## src/rtl/div_pkg.sv

```systemverilog
// Shared types and sign helpers for the sequential divider.
// The helpers work on a wide container; callers zero-extend and keep the low DW bits.
package div_pkg;

  typedef enum logic [1:0] {
    S_IDLE = 2'd0,
    S_CALC = 2'd1,
    S_FIX  = 2'd2,
    S_DONE = 2'd3
  } div_state_e;

  localparam int MAX_DW = 64;

  function automatic logic [MAX_DW-1:0] cond_neg(input logic [MAX_DW-1:0] x,
                                                 input logic              neg);
    return neg ? (~x + {{(MAX_DW-1){1'b0}}, 1'b1}) : x;
  endfunction

  // Low DW bits of the result are the unsigned magnitude of a DW-bit operand.
  function automatic logic [MAX_DW-1:0] magnitude(input logic [MAX_DW-1:0] x,
                                                  input logic              sign_bit,
                                                  input logic              is_signed);
    return cond_neg(x, is_signed & sign_bit);
  endfunction

endpackage

```

## src/rtl/div_step.sv

```systemverilog
// One restoring division step: shift {rem, quo} left, subtract the divisor if it fits.
module div_step #(
  parameter int DW = 8
) (
  input  logic [DW:0]   rem_i,
  input  logic [DW-1:0] quo_i,
  input  logic [DW-1:0] dvs_i,
  output logic [DW:0]   rem_o,
  output logic [DW-1:0] quo_o
);

  logic [DW:0] shifted;
  logic [DW:0] dvs_ext;
  logic        take;
  logic        rem_msb_unused;

  // The incoming remainder is always below the divisor, so its top bit is zero.
  assign rem_msb_unused = rem_i[DW];

  assign shifted = {rem_i[DW-1:0], quo_i[DW-1]};
  assign dvs_ext = {1'b0, dvs_i};
  assign take    = (shifted >= dvs_ext);
  assign rem_o   = take ? (shifted - dvs_ext) : shifted;
  assign quo_o   = {quo_i[DW-2:0], take};

endmodule

```

## src/rtl/div_seq.sv

```systemverilog
// Multi-cycle signed/unsigned integer divider, UNROLL quotient bits per clock.
// Handshake: a transfer happens on any rising edge where valid && ready; valid never waits on ready.
module div_seq
  import div_pkg::*;
#(
  parameter int DW     = 8,
  parameter int UNROLL = 1
) (
  input  logic          clk,
  input  logic          rst_n,
  input  logic          in_valid,
  output logic          in_ready,
  input  logic [DW-1:0] dividend,
  input  logic [DW-1:0] divisor,
  input  logic          is_signed,
  output logic          out_valid,
  input  logic          out_ready,
  output logic [DW-1:0] quotient,
  output logic [DW-1:0] remainder,
  output logic          div_by_zero,
  output logic          overflow,
  output logic [1:0]    dbg_state
);

  localparam int N     = DW / UNROLL;
  localparam int CNT_W = $clog2(N + 1);

  if (DW < 2 || DW > MAX_DW) begin : g_bad_dw
    $error("div_seq: DW must be in 2..%0d", MAX_DW);
  end
  if (UNROLL < 1 || (DW % UNROLL) != 0) begin : g_bad_unroll
    $error("div_seq: DW must be a multiple of UNROLL");
  end

  localparam logic [1:0]       ST_IDLE = S_IDLE;
  localparam logic [1:0]       ST_CALC = S_CALC;
  localparam logic [1:0]       ST_FIX  = S_FIX;
  localparam logic [1:0]       ST_DONE = S_DONE;
  localparam logic [CNT_W-1:0] CNT_N   = CNT_W'(N);
  localparam logic [DW-1:0]    MIN_NEG = {1'b1, {(DW-1){1'b0}}};

  logic [1:0]       state_q, state_d;
  logic [CNT_W-1:0] cnt_q, cnt_d;

  logic [DW-1:0] dvd_q;
  logic [DW-1:0] dvd_mag_q;
  logic [DW-1:0] dvs_mag_q;
  logic          quo_neg_q;
  logic          rem_neg_q;
  logic          dz_q;
  logic          ovf_q;
  logic [DW:0]   rem_q;
  logic [DW-1:0] quo_q;

  logic [DW-1:0] quotient_q;
  logic [DW-1:0] remainder_q;
  logic          div_by_zero_q;
  logic          overflow_q;

  logic          accept;
  logic          release_out;

  assign in_ready    = (state_q == ST_IDLE);
  assign out_valid   = (state_q == ST_DONE);
  assign accept      = in_valid & in_ready;
  assign release_out = out_valid & out_ready;
  assign quotient    = quotient_q;
  assign remainder   = remainder_q;
  assign div_by_zero = div_by_zero_q;
  assign overflow    = overflow_q;
  assign dbg_state   = state_q;

  // Operand magnitudes, computed from the live inputs and captured on accept.
  logic [MAX_DW-1:0] dvd_mag_w;
  logic [MAX_DW-1:0] dvs_mag_w;
  assign dvd_mag_w = magnitude(MAX_DW'(dividend), dividend[DW-1], is_signed);
  assign dvs_mag_w = magnitude(MAX_DW'(divisor), divisor[DW-1], is_signed);

  // Restoring step chain: UNROLL steps resolved per CALC cycle.
  logic [DW:0]   rem_chain [UNROLL+1];
  logic [DW-1:0] quo_chain [UNROLL+1];

  assign rem_chain[0] = rem_q;
  assign quo_chain[0] = quo_q;

  for (genvar i = 0; i < UNROLL; i++) begin : g_step
    div_step #(.DW(DW)) u_step (
      .rem_i (rem_chain[i]),
      .quo_i (quo_chain[i]),
      .dvs_i (dvs_mag_q),
      .rem_o (rem_chain[i+1]),
      .quo_o (quo_chain[i+1])
    );
  end

  // Sign fix-up and special-case override applied in FIX.
  logic [MAX_DW-1:0] q_signed_w;
  logic [MAX_DW-1:0] r_signed_w;
  logic [DW-1:0]     q_fix;
  logic [DW-1:0]     r_fix;
  logic              wide_unused;

  assign q_signed_w = cond_neg(MAX_DW'(quo_q), quo_neg_q);
  assign r_signed_w = cond_neg(MAX_DW'(rem_q[DW-1:0]), rem_neg_q);
  assign wide_unused = ^{q_signed_w, r_signed_w, dvd_mag_w, dvs_mag_w};

  always_comb begin
    q_fix = q_signed_w[DW-1:0];
    r_fix = r_signed_w[DW-1:0];
    if (dz_q) begin
      q_fix = '1;
      r_fix = dvd_q;
    end else if (ovf_q) begin
      q_fix = dvd_q;
      r_fix = '0;
    end
  end

  // Control FSM. CALC spends one cycle loading {rem, quo} and then N step cycles.
  always_comb begin
    state_d = state_q;
    cnt_d   = cnt_q;
    case (state_q)
      ST_IDLE: begin
        if (accept) begin
          state_d = ST_CALC;
          cnt_d   = '0;
        end
      end
      ST_CALC: begin
        cnt_d = cnt_q + CNT_W'(1);
        if (cnt_q == CNT_N) begin
          state_d = ST_FIX;
          cnt_d   = cnt_q;
        end
      end
      ST_FIX:  state_d = ST_DONE;
      ST_DONE: begin
        if (release_out) state_d = ST_IDLE;
      end
      default: state_d = ST_IDLE;
    endcase
  end

  always_ff @(posedge clk or negedge rst_n) begin
    if (!rst_n) begin
      state_q <= ST_IDLE;
      cnt_q   <= '0;
    end else begin
      state_q <= state_d;
      cnt_q   <= cnt_d;
    end
  end

  always_ff @(posedge clk or negedge rst_n) begin
    if (!rst_n) begin
      dvd_q         <= '0;
      dvd_mag_q     <= '0;
      dvs_mag_q     <= '0;
      quo_neg_q     <= 1'b0;
      rem_neg_q     <= 1'b0;
      dz_q          <= 1'b0;
      ovf_q         <= 1'b0;
      rem_q         <= '0;
      quo_q         <= '0;
      quotient_q    <= '0;
      remainder_q   <= '0;
      div_by_zero_q <= 1'b0;
      overflow_q    <= 1'b0;
    end else begin
      case (state_q)
        ST_IDLE: begin
          if (accept) begin
            dvd_q     <= dividend;
            dvd_mag_q <= dvd_mag_w[DW-1:0];
            dvs_mag_q <= dvs_mag_w[DW-1:0];
            quo_neg_q <= is_signed & (dividend[DW-1] ^ divisor[DW-1]);
            rem_neg_q <= is_signed & dividend[DW-1];
            dz_q      <= (divisor == '0);
            ovf_q     <= is_signed && (dividend == MIN_NEG) && (divisor == '1);
          end
        end
        ST_CALC: begin
          if (cnt_q == '0) begin
            rem_q <= '0;
            quo_q <= dvd_mag_q;
          end else begin
            rem_q <= rem_chain[UNROLL];
            quo_q <= quo_chain[UNROLL];
          end
        end
        ST_FIX: begin
          quotient_q    <= q_fix;
          remainder_q   <= r_fix;
          div_by_zero_q <= dz_q;
          overflow_q    <= ovf_q;
        end
        default: ;
      endcase
    end
  end

endmodule

```

## config.mk

```make
export PLATFORM = sky130hd
export DESIGN_NAME = div_seq
export DESIGN_NICKNAME = d
export VERILOG_FILES = /design/src/rtl/div_pkg.sv /design/src/rtl/div_step.sv /design/src/rtl/div_seq.sv
export SDC_FILE = /design/constraint.sdc
export NUM_CORES = 1
export LEC_CHECK = 0
export BUFFER_PORTS_ARGS = -buffer_cell sky130_fd_sc_hd__buf_2
export CAP_MARGIN = 25
export CORE_MARGIN = 1.5
export CORE_UTILIZATION = 35
export CTS_BUF_LIST = sky130_fd_sc_hd__clkbuf_16
export CTS_CLUSTER_SIZE = 10
export DETAILED_ROUTE_END_ITERATION = 10
export SLEW_MARGIN = 15
export SYNTH_ARGS = -nofsm -noshare
export SYNTH_HDL_FRONTEND = slang
export SYNTH_HIERARCHICAL = 1
export SYNTH_SLANG_ARGS = --single-unit
```

## constraint.sdc

```tcl
create_clock -name clk -period 2.7 [get_ports clk]
set_input_delay 0.135 -clock clk [delete_from_list [all_inputs] [get_ports clk]]
set_output_delay 0.135 -clock clk [all_outputs]
set_load 0.005 [all_outputs]
```

==> results of run 1 <==
-- routing by layer --
metal | vias up | wire, um | global-route usage | share of wire
li1 | 1601 | - | - | -
met1 | 1507 | 4710 | 0.243 | 0.52
met2 | 51 | 3840 | 0.237 | 0.43
met3 | 7 | 375 | 0.0400 | 0.042
met4 | 0 | 65 | 0.0385 | 0.0072
met5 | - | 0 | 0 | 0
-- sequential cells by signal (all words and copies together) (netlist names), 4 cells and up --
| signal | flops |
|---|---|
| dvd_q | 8 |
| dvs_mag_q | 8 |
| quo_q | 8 |
| quotient | 8 |
| rem_q | 8 |
| remainder | 8 |
| dvd_mag_q | 7 |
| cnt_q | 4 |
-- power breakdown --
part | switching (mW) | internal [mW] | leakage [nW]
registers | 0.473 | 1.46 | 0.825
clock network | 0.440 | 0.804 | 0.149
logic | 1.53 | 1.38 | 1.14
total | 2.44 | 3.64 | 2.11
-- per-stage QoR --
step,utilization,hold slack (ns)
3_5_place_dp,0.392,0.138
3_3_place_gp,0.392,0.141
6_report,0.422,0.0812
5_1_grt,0.422,0.0865
4_1_cts,0.422,0.0748
2_1_floorplan,-,-0.161
-- path summary, 6_finish.rpt --
| path | from | slack [ns] | end | cells after the start |
|---|---|---|---|---|
| setup reg to reg | rem_q[3] | 0.20 | rem_q[5] | 8 |
| min in group asynchronous | rst_n | 0.32 | remainder[0] | 2 |
| setup / recovery | rem_q[3] | 0.20 | rem_q[5] | 8 |
| hold reg to reg | dvs_mag_q[6] | 0.48 | dvs_mag_q[6] | 2 |
| hold / removal | dividend[6] | 0.08 | dvd_q[6] | 2 |
| max in group asynchronous | rst_n | 1.65 | quotient[0] | 3 |
-- layout make-up --
type | instances | area [um^2]
sequential | 67 | 1680
clock buffer | 9 | 225
tap | 140 | 175
multi-input combinational | 315 | 2080
inverter | 34 | 128
timing repair buffer | 50 | 273
clock inverter | 7 | 92.6
fill | 1085 | 6380
-- repair_timing --
item | in CTS | in global routing
setup endpoints to repair | 0 | 0
gates resized for setup | 0 | 0
hold endpoints to repair | 20 | 0
hold buffers | 1 | 0
==> metrics.md, run 1 <==
| Metric | Value |
|---|---|
| Yosys warnings | `6` |
| Total grt overflow | `0` |
| Area growth from synthesis to layout | `15.5%` |
| Crit path DAT | `~2.7 ns` |
| Total core area | `approximately 11000 um^2` |
| Type of the tightest min-delay check | `in2reg` |
| Upper clock frequency limit | `roughly 400 MHz` |
| Final count of pins violating max slew | `0` |
| Post-placement worst setup slack | `between 0.2 and 0.25 ns` |
| Global Route Usage Sum | `0.163` |
| Clock insertion delay at the later pin of the skew report | `0.33 ns` |
| Status | `complete, no violations` |
| Final Instance Area | `between 4000 and 5000 um^2` |
| Commonest cells after routing, fill and taps aside | `67 x sky130_fd_sc_hd__dfrtp_1, 55 x sky130_fd_sc_hd__nand2_1, 42 x sky130_fd_sc_hd__buf_2` |
| DRC violation count after routing | `0` |
| PortBufs | `42` |
| RSZ-0062 raised after global routing | `no` |
| Number of buffers created by CTS | `9` |
| CTS root buffer | `sky130_fd_sc_hd__clkbuf_16` |
| Actual slew at the worst max-slew pin | `around 0.8 ns` |
| Fraction of the cycle the final worst path needs | `0.924` |
| Total chip power | `6.07 mW` |
| Final setup violation count | `0` |
| Reported max-cap violation count | `0` |
| Worst-case clock skew | `~0.0066 ns` |
| VDD IR-drop max | `approximately 0.46 mV` |
| Router iterations before antenna repair | `5` |
| Category of the worst setup path launch point | `flop` |
| Cell Area, Synth | `roughly 4000 um^2` |
| Max Buffers Root-to-Sink | `2` |
| Max H-tree Level | `3` |
| Commonest non-fill, non-tap cell in the layout | `sky130_fd_sc_hd__dfrtp_1` |
| Net count after synthesis | `486` |
| Number of antenna repair diodes | `0` |
| Cells after DPL | `605` |
| Fin nets | `519` |
| Cell-by-cell listing of the critical path | `ha_1 > a21o_1 > o21bai_1 > a211o_1 > or2_1 > mux2_4 > nand2_1 > o22ai_1` |
| CP required | `about 2.9 ns` |
| Static leakage power | `2.11 nW` |
| Smallest setup slack after layout | `a little over 0.2 ns` |
| Min Tclk post-route | `around 2.5 ns` |
| Top cell family by delay on the critical path | `compound AO/OA/AOI/OAI gates` |
| Number of buffer and inverter stages on the critical path | `0` |
| Aggregate routed wire length | `~9 mm` |
| Via count of the first global-routing pass | `roughly 3.1k` |
| Global-route wire length before repair | `~15 mm` |
| Average wire per standard cell | `14.4 um` |
| Pin count of the biggest net entering global routing | `34` |
| CTS clk-pin slew, worst paths | `roughly 0.06 ns` |
| Category of the critical setup timing path | `reg2reg` |
| Mean Syn Cell Area | `about 9.1 um^2` |
| Slew margin rel. | `0.457` |
| Antenna violations before repair | `0` |
| CTS tree | `yes` |
| Total via count in the routed design | `3166` |
| Hold Vio Cnt, Final | `0` |
| CP Max Fanout | `8` |
| Post-detailed-route count of antenna-violating nets | `0` |
| Slowest cell on the critical path | `sky130_fd_sc_hd__dfrtp_1` |
| Initial standard-cell utilization of the core | `0.365` |
| Number of instances in the synthesized netlist | `about 440` |
| Drt first-iter violations | `roughly 160` |
| GP Congestion | `around 0.8` |
| Die height | `roughly 110 um` |
| Avg Vias per Cell | `~5.1` |
| Die area | `around 12000 um^2` |
| Biggest cell delay along the critical path | `0.44 ns` |
| Die X | `~110 um` |
| Setup fix buffers added after clock tree synthesis | `0` |
| Boundary Pins | `43` |
| Num Clock Sinks | `67` |
| Total power per unit cell area | `about 1300 nW/um^2` |
| Cell area reported after detailed placement | `between 4000 and 5000 um^2` |
| CP Capture Type | `flop` |
| Fraction of final layout cells sized beyond drive strength 1 | `0.168` |
| Total negative slack | `0 ns` |
| Placement Rows | `38` |
| Final non-filler cell total | `slightly above 600` |
| Detailed placement HPWL | `~7.0 mm` |
Note: power is estimated with default switching activity, not from simulation.
==> run 2: changes to the inputs <==
Settings changed: CORE_MARGIN 1.5 to 8.
Clock period 2.7 ns to 2.2 ns, I/O delays scaled along.
==> run 2 against run 1 <==
Net effect:
- die area increased by 25%
- sequential share of layout area decreased by 1.4 points
- count of clock-buffer cells in the layout unchanged
- via count increased by 4.1%
- sequential cell count unchanged
- critical endpoint unchanged
==> metrics.md, run 2 (synthesized netlist as in run 1, its figures left out) <==
| Metric | Value |
|---|---|
| Total power per unit cell area | `1650 nW/um^2 (+27%)` |
| Reported max-cap violation count | `0 (unchanged)` |
| GP Congestion | `0.844 (+2.7%)` |
| Upper clock frequency limit | `474 MHz (+18%)` |
| CTS root buffer | `sky130_fd_sc_hd__clkbuf_16` |
| Total chip power | `8.01 mW (+32%)` |
| Initial standard-cell utilization of the core | `0.356 (-0.00936)` |
| Total via count in the routed design | `3297 (+4.1%)` |
| Final Instance Area | `4850 um^2 (+4.2%)` |
| CP Max Fanout | `6 (-2)` |
| Register-to-register setup slack | `0.09 ns (-0.11 ns)` |
| Worst-case clock skew | `0.00625 ns (-0.000301 ns)` |
| Final count of pins violating max slew | `0 (unchanged)` |
| RSZ-0062 raised after global routing | `yes` |
| Category of the critical setup timing path | `reg2reg` |
| Fraction of final layout cells sized beyond drive strength 1 | `0.216 (+0.0484)` |
| Switch Pwr | `3.16 mW (+30%)` |
| Global Route Usage Sum | `0.131 (-0.0325)` |
| Clock group share of total power | `0.189 (-0.016)` |
| Area growth from synthesis to layout | `20.3%` |
| Type of the tightest min-delay check | `in2reg` |
| Final setup violation count | `0 (unchanged)` |
| CTS tree | `yes` |
| Static leakage power | `2.21 nW (+4.7%)` |
| Launching point of the worst reg2reg path | `rem_q[3]` |
| Aggregate routed wire length | `9.61 mm (+7.0%)` |
| Hold path startpoint | `dividend[6]` |
| Detailed placement HPWL | `7.59 mm (+8.2%)` |
| Actual slew at the worst max-slew pin | `0.493 ns (-0.319 ns)` |
| Number of antenna repair diodes | `0 (unchanged)` |
| Placement Rows | `39 (+2.6%)` |
| Die height | `123 um (+12%)` |
| Drt first-iter violations | `248 (+57%)` |
| Post-detailed-route count of antenna-violating nets | `0 (unchanged)` |
| WHS Endpoint | `dvd_q[6]` |
| Length in cells of the worst reg-to-reg path | `8 (unchanged)` |
| Switching share of power | `0.395 (-0.00690)` |
| Status | `complete, no violations` |
| PortBufs | `42 (unchanged)` |
| Router iterations before antenna repair | `4 (-1)` |
| Flop pwr share | `0.289 (-0.029)` |
| Logic pwr share | `0.522 (+0.044)` |
| Worst hold stages | `2 (unchanged)` |
| Clock insertion delay at the later pin of the skew report | `0.32 ns (about the same)` |
| Via count of the first global-routing pass | `3154 (+2.7%)` |
| Commonest non-fill, non-tap cell in the layout | `sky130_fd_sc_hd__dfrtp_1` |
| Global-route wire length before repair | `15.9 mm (+4.7%)` |
| Pin count of the biggest net entering global routing | `48 (+41%)` |
| Slew margin rel. | `0.668 (+0.211)` |
| Crit path DAT | `2.30 ns (-0.40 ns)` |
| Max H-tree Level | `3 (unchanged)` |
| Average wire per standard cell | `15.0 um (+3.6%)` |
| Commonest cells after routing, fill and taps aside | `66 x sky130_fd_sc_hd__dfrtp_1, 55 x sky130_fd_sc_hd__nand2_1, 42 x sky130_fd_sc_hd__buf_2` |
| Num Clock Sinks | `67 (unchanged)` |
| Hold Vio Cnt, Final | `0 (unchanged)` |
| Boundary Pins | `43 (unchanged)` |
| Die area | `15200 um^2 (+25%)` |
| Endpoint of the lowest-slack register-to-register path | `rem_q[5]` |
| Die X | `123 um (+12%)` |
| Total grt overflow | `0 (unchanged)` |
| Cell area reported after detailed placement | `4490 um^2 (+3.7%)` |
| Avg Vias per Cell | `5.14 (+0.89%)` |
| DRC violation count after routing | `0 (unchanged)` |
| CP required | `2.39 ns (-0.52 ns)` |
| CTS clk-pin slew, worst paths | `0.05 ns (about the same)` |
| VDD IR-drop max | `0.500 mV (+8.6%)` |
| Fraction of the cycle the final worst path needs | `0.958 (+0.0338)` |
| Fin nets | `536 (+3.3%)` |
| Final core area utilization | `0.428 (+0.00643)` |
| Max Buffers Root-to-Sink | `2 (unchanged)` |
| CP Capture Type | `flop` |
| Min Tclk post-route | `2.11 ns (-0.388 ns)` |
| Setup fix buffers added after clock tree synthesis | `0 (unchanged)` |
| Category of the worst setup path launch point | `flop` |
| Number of buffers created by CTS | `9 (unchanged)` |
| Antenna violations before repair | `0 (unchanged)` |
| Total core area | `11300 um^2 (+2.6%)` |
| Internal Power | `4.85 mW (+33%)` |
[run 2: cell types whose count changed in the layout (fill, tap and decap cells not counted), sizes merged]
| cell | change |
|---|---|
| buf | +17 |
[run 2: layout make-up]
type	instances	area, um^2
Fill cell	1102	6470
Tap cell	143	179
Clock buffer	9	225
Sequential cell	67	1680
Timing Repair Buffer	67	417
Inverter	34	128
Clock inverter	7	92.6
Multi-Input combinational cell	315	2130
[run 2: worst max-delay path, stage by stage, from the launching register on]
cell	delay (ns)
sky130_fd_sc_hd__dfrtp_2	0.43
sky130_fd_sc_hd__ha_4	0.26
sky130_fd_sc_hd__a21o_1	0.16
sky130_fd_sc_hd__o21bai_1	0.15
sky130_fd_sc_hd__a211o_1	0.27
sky130_fd_sc_hd__or2_4	0.28
sky130_fd_sc_hd__mux2_4	0.30
sky130_fd_sc_hd__nand2_1	0.06
sky130_fd_sc_hd__o22ai_1	0.06
[run 2: what timing repair did]
action	in CTS	in global routing
pin swaps	0	1
hold buffers	1	0
endpoints found under the setup margin	2	7
resized for setup	1	9
endpoints found under the hold margin	10	0
[run 2: worst max path at each step]
stage	from	endpoint	depth (start not counted)
after floorplan	rem_q[4]	rem_q[3]	9
after global placement	rem_q[3]	rem_q[2]	9
after detailed placement	rem_q[3]	rem_q[2]	9
after CTS	rem_q[0]	rem_q[6]	10
after global routing	rem_q[3]	rem_q[7]	9
final	rem_q[3]	rem_q[5]	8
[run 2: through the flow]
step           hold WS (ns)  setup TNS, ns  setup WS (ns)  std cells
2_1_floorplan        -0.186              0        0.00116        444
3_3_place_gp        0.00923              0         0.0593        625
3_5_place_dp         0.0153       -0.00409       -0.00409        625
4_1_cts              0.0705              0         0.0426        642
5_1_grt              0.0699        -0.0297        -0.0230        642
6_report             0.0750              0         0.0922        642
[run 2: power groups by stage]
stage	Sequential, mW	Combinational (mW)	Clock [mW]
after CTS	2.31	4.08	1.54
after floorplan	2.17	3.02	0
after global routing	2.39	4.67	1.60
final	2.32	4.18	1.51
after global placement	2.30	3.93	0
after detailed placement	2.34	4.02	0
[run 2: routing by layer]
| layer | up-vias | track usage | wire length (um) |
|---|---|---|---|
| met5 | - | 0 | 0 |
| met2 | 75 | 0.197 | 4180 |
| met1 | 1578 | 0.189 | 4940 |
| met4 | 0 | 0.0339 | 55 |
| li1 | 1640 | - | - |
| met3 | 4 | 0.0233 | 442 |
